===== src/rtl/pc_sequencer_if.sv =====
// Fetch-side bus between control unit / ALU and the PC sequencer.
// The master drives the control inputs; the slave (sequencer) returns PC state.
interface pc_sequencer_if #(
  parameter int unsigned WIDTH = 32
) ();
  logic             Branch;
  logic             Branch_ULA;
  logic [WIDTH-1:0] PC_next_I;
  logic             Jump;
  logic [WIDTH-1:0] Jump_target;
  logic             Stall;
  logic             Halt;
  logic [WIDTH-1:0] PC;
  logic [WIDTH-1:0] PC_Branch;
  logic             Fetch_en;
  logic             Flush;
  logic             Halted;
  logic [15:0]      Redirect_count;

  modport master (
    output Branch, Branch_ULA, PC_next_I, Jump, Jump_target, Stall, Halt,
    input  PC, PC_Branch, Fetch_en, Flush, Halted, Redirect_count
  );

  modport slave (
    input  Branch, Branch_ULA, PC_next_I, Jump, Jump_target, Stall, Halt,
    output PC, PC_Branch, Fetch_en, Flush, Halted, Redirect_count
  );
endinterface


===== src/rtl/pc_sequencer.sv =====
// Program counter owner: picks next PC (branch/jump/hold/increment), flushes
// wrong-path fetches after a redirect and stops fetch on halt.
module pc_sequencer #(
  parameter int unsigned      WIDTH       = 32,
  parameter logic [WIDTH-1:0] RESET_PC    = '0,
  parameter int unsigned      FLUSH_DEPTH = 2
) (
  input logic           clk,
  input logic           reset,
  pc_sequencer_if.slave bus
);

  localparam logic [2:0] FlushLoad = 3'(FLUSH_DEPTH);

  typedef enum logic [1:0] {StInit, StRun, StFlush, StHalted} state_e;

  state_e           r_state, w_state_next;
  logic [WIDTH-1:0] r_pc, w_pc_next;
  logic             r_fetch_en, w_fetch_en_next;
  logic [2:0]       r_flush_cnt, w_flush_cnt_next;
  logic [15:0]      r_redirect_count, w_redirect_count_next;
  logic             w_taken_br, w_redirect;

  assign w_taken_br = bus.Branch & bus.Branch_ULA;
  assign w_redirect = w_taken_br | bus.Jump;

  always_comb begin
    w_state_next          = r_state;
    w_pc_next             = r_pc;
    w_flush_cnt_next      = r_flush_cnt;
    w_redirect_count_next = r_redirect_count;
    unique case (r_state)
      StInit: w_state_next = StRun;
      StRun, StFlush: begin
        if (w_redirect) begin
          // Branch in EX is older than a jump in ID, so it wins.
          w_pc_next        = w_taken_br ? bus.PC_next_I : bus.Jump_target;
          w_flush_cnt_next = FlushLoad;
          w_state_next     = StFlush;
          if (r_redirect_count != 16'hFFFF) begin
            w_redirect_count_next = r_redirect_count + 16'd1;
          end
        end else if (bus.Halt && (r_state == StRun)) begin
          w_state_next = StHalted;
        end else begin
          if (!bus.Stall) begin
            w_pc_next = r_pc + WIDTH'(1);
          end
          // Flush countdown ignores Stall; a halt seen here is wrong-path.
          if (r_state == StFlush) begin
            w_flush_cnt_next = r_flush_cnt - 3'd1;
            if (r_flush_cnt == 3'd1) begin
              w_state_next = StRun;
            end
          end
        end
      end
      default: ;
    endcase
    w_fetch_en_next = (w_state_next == StRun) || (w_state_next == StFlush);
  end

  always_ff @(posedge clk) begin
    if (reset) begin
      r_state          <= StInit;
      r_pc             <= RESET_PC;
      r_fetch_en       <= 1'b0;
      r_flush_cnt      <= 3'd0;
      r_redirect_count <= 16'd0;
    end else begin
      r_state          <= w_state_next;
      r_pc             <= w_pc_next;
      r_fetch_en       <= w_fetch_en_next;
      r_flush_cnt      <= w_flush_cnt_next;
      r_redirect_count <= w_redirect_count_next;
    end
  end

  assign bus.PC             = r_pc;
  assign bus.PC_Branch      = w_pc_next;
  assign bus.Fetch_en       = r_fetch_en;
  assign bus.Flush          = (r_flush_cnt != 3'd0);
  assign bus.Halted         = (r_state == StHalted);
  assign bus.Redirect_count = r_redirect_count;

endmodule


===== src/flat_wrapper.sv =====
// flat-port wrapper written by rule: the top's interface ports become plain ports
module pc_sequencer_flat 
#(
  parameter int unsigned      WIDTH       = 32,
  parameter logic [WIDTH-1:0] RESET_PC    = '0,
  parameter int unsigned      FLUSH_DEPTH = 2
)
  (clk, reset, bus_Branch, bus_Branch_ULA, bus_PC_next_I, bus_Jump, bus_Jump_target, bus_Stall, bus_Halt, bus_PC, bus_PC_Branch, bus_Fetch_en, bus_Flush, bus_Halted, bus_Redirect_count);
  pc_sequencer_if #(.WIDTH(WIDTH)) bus_i ();
  input logic clk;
  input logic reset;
  input wire logic [$bits(bus_i.Branch)-1:0] bus_Branch;
  input wire logic [$bits(bus_i.Branch_ULA)-1:0] bus_Branch_ULA;
  input wire logic [$bits(bus_i.PC_next_I)-1:0] bus_PC_next_I;
  input wire logic [$bits(bus_i.Jump)-1:0] bus_Jump;
  input wire logic [$bits(bus_i.Jump_target)-1:0] bus_Jump_target;
  input wire logic [$bits(bus_i.Stall)-1:0] bus_Stall;
  input wire logic [$bits(bus_i.Halt)-1:0] bus_Halt;
  output wire logic [$bits(bus_i.PC)-1:0] bus_PC;
  output wire logic [$bits(bus_i.PC_Branch)-1:0] bus_PC_Branch;
  output wire logic [$bits(bus_i.Fetch_en)-1:0] bus_Fetch_en;
  output wire logic [$bits(bus_i.Flush)-1:0] bus_Flush;
  output wire logic [$bits(bus_i.Halted)-1:0] bus_Halted;
  output wire logic [$bits(bus_i.Redirect_count)-1:0] bus_Redirect_count;
  assign bus_i.Branch = bus_Branch;
  assign bus_i.Branch_ULA = bus_Branch_ULA;
  assign bus_i.PC_next_I = bus_PC_next_I;
  assign bus_i.Jump = bus_Jump;
  assign bus_i.Jump_target = bus_Jump_target;
  assign bus_i.Stall = bus_Stall;
  assign bus_i.Halt = bus_Halt;
  assign bus_PC = bus_i.PC;
  assign bus_PC_Branch = bus_i.PC_Branch;
  assign bus_Fetch_en = bus_i.Fetch_en;
  assign bus_Flush = bus_i.Flush;
  assign bus_Halted = bus_i.Halted;
  assign bus_Redirect_count = bus_i.Redirect_count;
  pc_sequencer #(.WIDTH(WIDTH), .RESET_PC(RESET_PC), .FLUSH_DEPTH(FLUSH_DEPTH)) u_core (.clk(clk), .reset(reset), .bus(bus_i));
endmodule

===== config.mk =====
export PLATFORM = sky130hd
export DESIGN_NAME = pc_sequencer_flat
export DESIGN_NICKNAME = d
export VERILOG_FILES = /design/src/rtl/pc_sequencer_if.sv /design/src/rtl/pc_sequencer.sv /design/src/flat_wrapper.sv
export SDC_FILE = /design/constraint.sdc
export NUM_CORES = 1
export LEC_CHECK = 0
export ABC_AREA = 1
export CORE_ASPECT_RATIO = 1.4
export CORE_MARGIN = 5
export CORE_UTILIZATION = 47
export DETAILED_ROUTE_END_ITERATION = 8
export DONT_BUFFER_PORTS = 1
export PLACE_DENSITY = 0.64
export SYNTH_ARGS = -nofsm -noshare
export SYNTH_HDL_FRONTEND = slang
export SYNTH_SLANG_ARGS = --single-unit

===== constraint.sdc =====
create_clock -name clk -period 2 [get_ports clk]
set_input_delay 0.4 -clock clk [delete_from_list [all_inputs] [get_ports clk]]
set_output_delay 0.4 -clock clk [all_outputs]
set_load 0.005 [all_outputs]

==> results of run 1 <==
cell type report:
cell class / count / area [sq um] / area share, %
Clock buffer: 5 / 125 / 2.16
Clock inverter: 3 / 21.3 / 0.366
Inverter: 85 / 337 / 5.80
Multi-Input combinational cell: 512 / 3190 / 55.0
Sequential cell: 54 / 1120 / 19.3
Tap cell: 105 / 131 / 2.26
Timing Repair Buffer: 97 / 875 / 15.1
cells by family (layout without fill, tap and decap cells):
family	Yosys count	count (layout)	share of synthesized area [%]
adder cells (fa/ha/maj)	9	9	2.75
AO/OA/AOI/OAI	106	106	15.3
buffers and inverters	110	190	10.3
flip-flops	54	54	26.4
AND/OR/NAND/NOR	393	393	44.4
XOR/XNOR	4	4	0.855
worst max path at each step:
stage	from	to	slack [ns]
detailed placement	u_core.r_state[0]	bus_PC_Branch[16]	-0.03
finish	u_core.r_state[1]	bus_PC_Branch[24]	-0.27
floorplan	u_core.r_state[1]	bus_PC_Branch[17]	0.02
global route	u_core.bus.PC[0]	bus_PC_Branch[13]	-0.34
CTS	u_core.r_state[1]	bus_PC_Branch[13]	-0.20
global placement	u_core.r_state[0]	bus_PC_Branch[16]	0.04
cell usage in the layout (no fill, tap or decap), types with 15 or more instances in the layout:
master                    instances
sky130_fd_sc_hd__nand2_1        163
sky130_fd_sc_hd__buf_4           80
sky130_fd_sc_hd__inv_1           65
sky130_fd_sc_hd__nor2_1          55
sky130_fd_sc_hd__nand3_1         46
sky130_fd_sc_hd__dfxtp_1         35
sky130_fd_sc_hd__nor2_4          23
sky130_fd_sc_hd__nand2_2         20
sky130_fd_sc_hd__a31oi_1         18
sky130_fd_sc_hd__nand4_1         17
sky130_fd_sc_hd__a21oi_1         15
routing by layer:
metal / vias up / track usage [%] / share of wire [%]
met5: - / 0 / 0
met4: 0 / 10.5 / 4.6
met3: 60 / 7.43 / 8.3
met2: 250 / 50.0 / 51
met1: 2326 / 30.4 / 36
li1: 2381 / - / -
power by group:
part           internal [W]  total (W)  switching (W)
clock network      0.000466   0.000910       0.000444
logic               0.00270    0.00602        0.00332
registers           0.00152    0.00200       0.000475
through the flow:
stage                     power (W)  std cells
after floorplan             0.00446        676
after global placement      0.00586        813
after detailed placement    0.00592        813
after CTS                   0.00820        847
after global routing        0.00953        861
final                       0.00893        861
flip-flops by register name, summed over array words and instances, names as in the netlist:
name                       cells
u_core.bus.Fetch_en            1
u_core.bus.Redirect_count     16
u_core.r_state                 2
u_core.r_flush_cnt             3
u_core.bus.PC                 32
what timing repair did:
action	CTS	global route
pin swaps	34	39
setup endpoints to repair	32	36
cloned	2	1
resized for setup	112	86
setup buffers	25	14
==> metrics.log, run 1 <==
[metrics] placed cell area: 4570 sq um
[metrics] data required time at the worst endpoint: 1.60 ns
[metrics] floorplan die area: 10,700 sq um
[metrics] Crit path top cell by count: sky130_fd_sc_hd__nand2_1
[metrics] worst setup skew after layout: 0.00671 ns
[metrics] share of post-route cells with drive strength above 1: 36.6%
[metrics] final hold violations: 0
[metrics] leading post-synthesis cells by cell area: sky130_fd_sc_hd__dfxtp_1, sky130_fd_sc_hd__nand2_1, sky130_fd_sc_hd__inv_1, sky130_fd_sc_hd__nor2_1, sky130_fd_sc_hd__nand3_1
[metrics] post-layout net count: 835
[metrics] Post-synth EDFFs: 0
[metrics] minimum setup slack among reg-to-reg paths: -0.21 ns
[metrics] sequence of cells on the critical path: inv_4 -> buf_4 -> ha_4 -> buf_12 -> buf_16 -> nand2_1 -> a31oi_1 -> nand2_1 -> nand2_1 -> inv_1
[metrics] # fillers: 754
[metrics] maximum clock path buffer count: 2
[metrics] capturing point of the worst reg2reg path: u_core.bus.PC[24]
[metrics] core region area: 8560 sq um
[metrics] number of hold-repair buffers added at the cts stage: 0
[metrics] vias after detailed routing: 5,017
[metrics] cell type with the highest aggregate area in the netlist: sky130_fd_sc_hd__dfxtp_1
[metrics] overall routed net length: 16.1 mm
[metrics] vertical extent of the die: 120 um
[metrics] count of routing violations after the opening detailed-route iteration: 334
[metrics] Max Slew Vio Count: 0
[metrics] library cell with the highest instance count after synthesis: sky130_fd_sc_hd__nand2_1
[metrics] IO buf count: 0
[metrics] Die Width: 88.9 um
[metrics] gate count of the mapped netlist: 676
[metrics] Util after Layout: 67.8%
[metrics] Highest Clock Rate: 441 MHz
[metrics] WL/cell: 18.7 um
[metrics] nature of the critical path endpoint: output pin
[metrics] class of the most critical hold timing path: in2reg
[metrics] unrepaired setup endpoints after global routing: true
[metrics] Synth Register Bits: 54
[metrics] number of H-tree levels: 2
[metrics] Synth top area share: 26.4%
[metrics] Pre-antenna DRT Iters: 4
[metrics] routed via count divided by cell count: 5.83
[metrics] vias in the first global route: 4,630
[metrics] Root Driver: sky130_fd_sc_hd__clkbuf_16
[metrics] share of the clock period used by the worst path after layout: 113%
[metrics] number of clock sinks: 54
[metrics] final critical path time including I/O delays and setup: 2.27 ns
[metrics] Async SR Flop Fraction: 0%
[metrics] result of the run: finished, violations left
[metrics] number of buffers and inverters on the critical path: 5
[metrics] total overflow reported by the global router: 0
[metrics] summed negative setup slack over all endpoints: -6.26 ns
[metrics] leading register cell type out of synthesis: sky130_fd_sc_hd__dfxtp_1
[metrics] kind of start point of the critical path: flip-flop
[metrics] synthesized cell area: 4100 sq um
[metrics] CTS tree: done
[metrics] Seq/Total Area, Yosys: 26.4%
[metrics] clock latency on the worst-skew pair: 0.30 ns
[metrics] power density over the cells: 1540 nW/um^2
[metrics] Inserted Clock Buffers: 5
[metrics] All-Layer GR Usage: 27.9%
[metrics] reg-to-reg startpoint: u_core.r_state[1]
[metrics] most common library cells after synthesis: sky130_fd_sc_hd__nand2_1, sky130_fd_sc_hd__inv_1, sky130_fd_sc_hd__nor2_1
[metrics] Mean Syn Cell Area: 6.06 sq um
[metrics] number of library cell types mapped by synthesis: 39
[metrics] startpoint-to-endpoint class of the critical path: reg2out
[metrics] row cnt: 40
[metrics] Yosys Warn Count: 0
[metrics] initial standard-cell utilization of the core: 47.9%
[metrics] number of antenna violations at the first check in global routing: 0
[metrics] clock input transition at the sequential cells of the worst setup and hold paths: 0.08 ns
[metrics] hold-critical path depth: 1
[metrics] wire length of the first global-routing pass: 23.3 mm
[metrics] Place WS: -0.0298 ns
[metrics] DRT antenna net count: 0
[metrics] Hold Crit Start: reset
[metrics] Synth Net Count: 756
[metrics] Routability Congestion: 0.935
[metrics] largest fanout of any net on the critical path: 7
[metrics] largest delay contributor family on the critical path: buffers and inverters
[metrics] Detail Placement HPWL: 11.2 mm
[metrics] Hold EP: u_core.bus.PC[10]
[metrics] total leakage power: 2.47 nW
[metrics] Arr. time, crit path: 1.87 ns
[metrics] number of gates on the worst path with buffers counted: 10
[metrics] finished layout cell area: 5810 sq um
[metrics] area growth from synthesis to final layout: 41.7%
[metrics] maximum number of pins on one net before global-route repair: 29
[metrics] Critical Path Slowest Stage Cell: sky130_fd_sc_hd__dfxtp_2
[metrics] worst path setup slack after routing: -0.266 ns
[metrics] total inserted antenna cells: 0
[metrics] DRC violation count after routing: 0
[metrics] ports placed on the boundary: 154
[metrics] measured slew at the worst slew-check pin: 0.457 ns
[metrics] Setup Viol. Count Final: 34
[metrics] depth of the worst register-to-register path: 18
[metrics] maximum vdd ir drop: 0.923 mV
[metrics] Critical Path Max Stage Delay: 0.35 ns
[metrics] failing checks: setup timing
[metrics] post-route worst hold slack: 0.149 ns
[metrics] max capacitance violation total: 0
[metrics] Relative slew margins: 69.5%
No activity file was read; power rests on OpenSTA's default activity.
==> inputs of run 2 (changes only) <==
--- a/config.mk
+++ b/config.mk
@@ -11,6 +11,7 @@
 export CORE_UTILIZATION = 47
 export DETAILED_ROUTE_END_ITERATION = 8
 export DONT_BUFFER_PORTS = 1
+export GPL_ROUTABILITY_DRIVEN = 1
 export PLACE_DENSITY = 0.64
 export SYNTH_ARGS = -nofsm -noshare
 export SYNTH_HDL_FRONTEND = slang
==> constraint.sdc (replaced) <==
create_clock -name clk -period 2 [get_ports clk]
set_input_delay 0.3 -clock clk [delete_from_list [all_inputs] [get_ports clk]]
set_output_delay 0.3 -clock clk [all_outputs]
set_load 0.005 [all_outputs]
==> metrics.log, run 2 (synthesis results as in run 1) <==
[metrics] class of the most critical hold timing path: in2reg
[metrics] maximum clock path buffer count: 2
[metrics] area of combinational cells with multiple inputs: 2960 sq um
[metrics] Reg area: 1100 sq um
[metrics] unrepaired setup endpoints after global routing: true
[metrics] Max Slew Vio Count: 0
[metrics] Routability Congestion: 0.903
[metrics] DRT antenna net count: 0
[metrics] core region area: 8560 sq um
[metrics] share of post-route cells with drive strength above 1: 28.0%
[metrics] data required time at the worst endpoint: 1.70 ns
[metrics] vias after detailed routing: 4,609
[metrics] Die Width: 88.9 um
[metrics] Root Driver: sky130_fd_sc_hd__clkbuf_16
[metrics] commonest cells after routing, fill and taps aside: sky130_fd_sc_hd__nand2_1, sky130_fd_sc_hd__inv_1, sky130_fd_sc_hd__nor2_1
[metrics] total leakage power: 2.13 nW
[metrics] max FFs per register: 32
[metrics] vertical extent of the die: 120 um
[metrics] maximum number of pins on one net before global-route repair: 29
[metrics] nature of the critical path endpoint: output pin
[metrics] vias in the first global route: 4,417
[metrics] worst path setup slack after routing: -0.161 ns
[metrics] row cnt: 40
[metrics] # placed instances: 804
[metrics] max capacitance violation total: 0
[metrics] maximum vdd ir drop: 1.04 mV
[metrics] area growth from synthesis to final layout: 26.1%
[metrics] share of the clock period used by the worst path after layout: 108%
[metrics] Pre-antenna DRT Iters: 5
[metrics] total overflow reported by the global router: 0
[metrics] post-route worst hold slack: 0.0515 ns
[metrics] Arr. time, crit path: 1.86 ns
[metrics] IO buf count: 0
[metrics] floorplan die area: 10,700 sq um
[metrics] DRC violation count after routing: 0
[metrics] overall power after layout: 0.00742 W
[metrics] total inserted antenna cells: 0
[metrics] final hold violations: 0
[metrics] count of routing violations after the opening detailed-route iteration: 283
[metrics] Highest Clock Rate: 463 MHz
[metrics] power density over the cells: 1440 nW/um^2
[metrics] overall routed net length: 14.0 mm
[metrics] routed via count divided by cell count: 5.60
[metrics] failing checks: setup timing
[metrics] ports placed on the boundary: 154
[metrics] wire length of the first global-routing pass: 21.9 mm
[metrics] worst setup skew after layout: 0.00784 ns
[metrics] non-filler cells in the finished layout: 823
[metrics] measured slew at the worst slew-check pin: 0.354 ns
[metrics] All-Layer GR Usage: 26.1%
[metrics] Relative slew margins: 76.3%
[metrics] result of the run: finished, violations left
[metrics] number of antenna violations at the first check in global routing: 0
[metrics] CTS tree: done
[metrics] largest fanout of any net on the critical path: 6
[metrics] clock input transition at the sequential cells of the worst setup and hold paths: 0.08 ns
[metrics] Detail Placement HPWL: 10.9 mm
[metrics] clock latency on the worst-skew pair: 0.30 ns
[metrics] Inserted Clock Buffers: 5
[metrics] kind of start point of the critical path: flip-flop
[metrics] # fillers: 843
[metrics] number of clock sinks: 54
[metrics] commonest non-fill, non-tap cell in the layout: sky130_fd_sc_hd__nand2_1
[metrics] final critical path time including I/O delays and setup: 2.16 ns
[metrics] post-layout net count: 797
[metrics] startpoint-to-endpoint class of the critical path: reg2out
[metrics] number of hold-repair buffers added at the cts stage: 0
[metrics] initial standard-cell utilization of the core: 47.9%
[metrics] WL/cell: 17.1 um
[metrics] Setup Viol. Count Final: 21
[metrics] number of H-tree levels: 2
-- run 2: final timing paths --
path                    startpoint               endpoint  slack (ns)  cells after the start
max              u_core.r_state[1]      bus_PC_Branch[11]       -0.16                     10
min                          reset      u_core.bus.PC[10]        0.05                      1
max reg2reg      u_core.r_state[1]      u_core.bus.PC[11]        0.20                     11
min reg2reg  u_core.r_flush_cnt[1]  u_core.r_flush_cnt[1]        0.49                      2
-- run 2: critical path, stage by stage (launching register included) --
cell and delay, ns:
sky130_fd_sc_hd__dfxtp_2 0.34, sky130_fd_sc_hd__inv_2 0.06, sky130_fd_sc_hd__ha_4 0.16, sky130_fd_sc_hd__nand2_4 0.08
sky130_fd_sc_hd__buf_12 0.12, sky130_fd_sc_hd__nand3_4 0.12, sky130_fd_sc_hd__nor2_4 0.23, sky130_fd_sc_hd__nand2_2 0.09
sky130_fd_sc_hd__buf_4 0.13, sky130_fd_sc_hd__o21ai_1 0.15, sky130_fd_sc_hd__a21oi_2 0.09
-- run 2: per-stage QoR --
stage | instance area (sq um) | setup WS, ns | TNS [ns] | utilization (%)
6_report | 5170 | -0.161 | -1.66 | 60.4
5_1_grt | 5170 | -0.281 | -4.69 | 60.4
4_1_cts | 4900 | -0.169 | -2.18 | 57.3
3_5_place_dp | 4520 | 0.0498 | 0 | 52.9
3_3_place_gp | 4520 | 0.0917 | 0 | 52.9
2_1_floorplan | 4100 | 0.0935 | 0 | -
-- run 2: final cells by class --
| class | instances | share of cell area, % |
|---|---|---|
| clock buffers | 5 | 2.42 |
| well taps | 105 | 2.54 |
| repair buffers | 59 | 9.66 |
| inverters | 85 | 6.37 |
| clock inverters | 3 | 0.484 |
| multi-input cells | 512 | 57.2 |
| flip-flops and latches | 54 | 21.3 |
-- run 2: repair_timing --
action                                  CTS  global route
pin swaps                                19            24
setup buffers                             5             6
gates resized for setup                  55            65
endpoints found under the setup margin   30            31
-- run 2: routing by layer --
metal / track usage [%] / share of wire [%] / vias to the layer above
li1: - / - / 2288
met1: 27.9 / 37 / 2122
met2: 45.5 / 51 / 166
met3: 8.93 / 8.7 / 33
met4: 11.1 / 3.7 / 0
met5: 0 / 0 / -
-- run 2: power breakdown --
group          internal [W]  switching, W
logic               0.00177       0.00275
registers           0.00150      0.000476
clock network      0.000473      0.000453
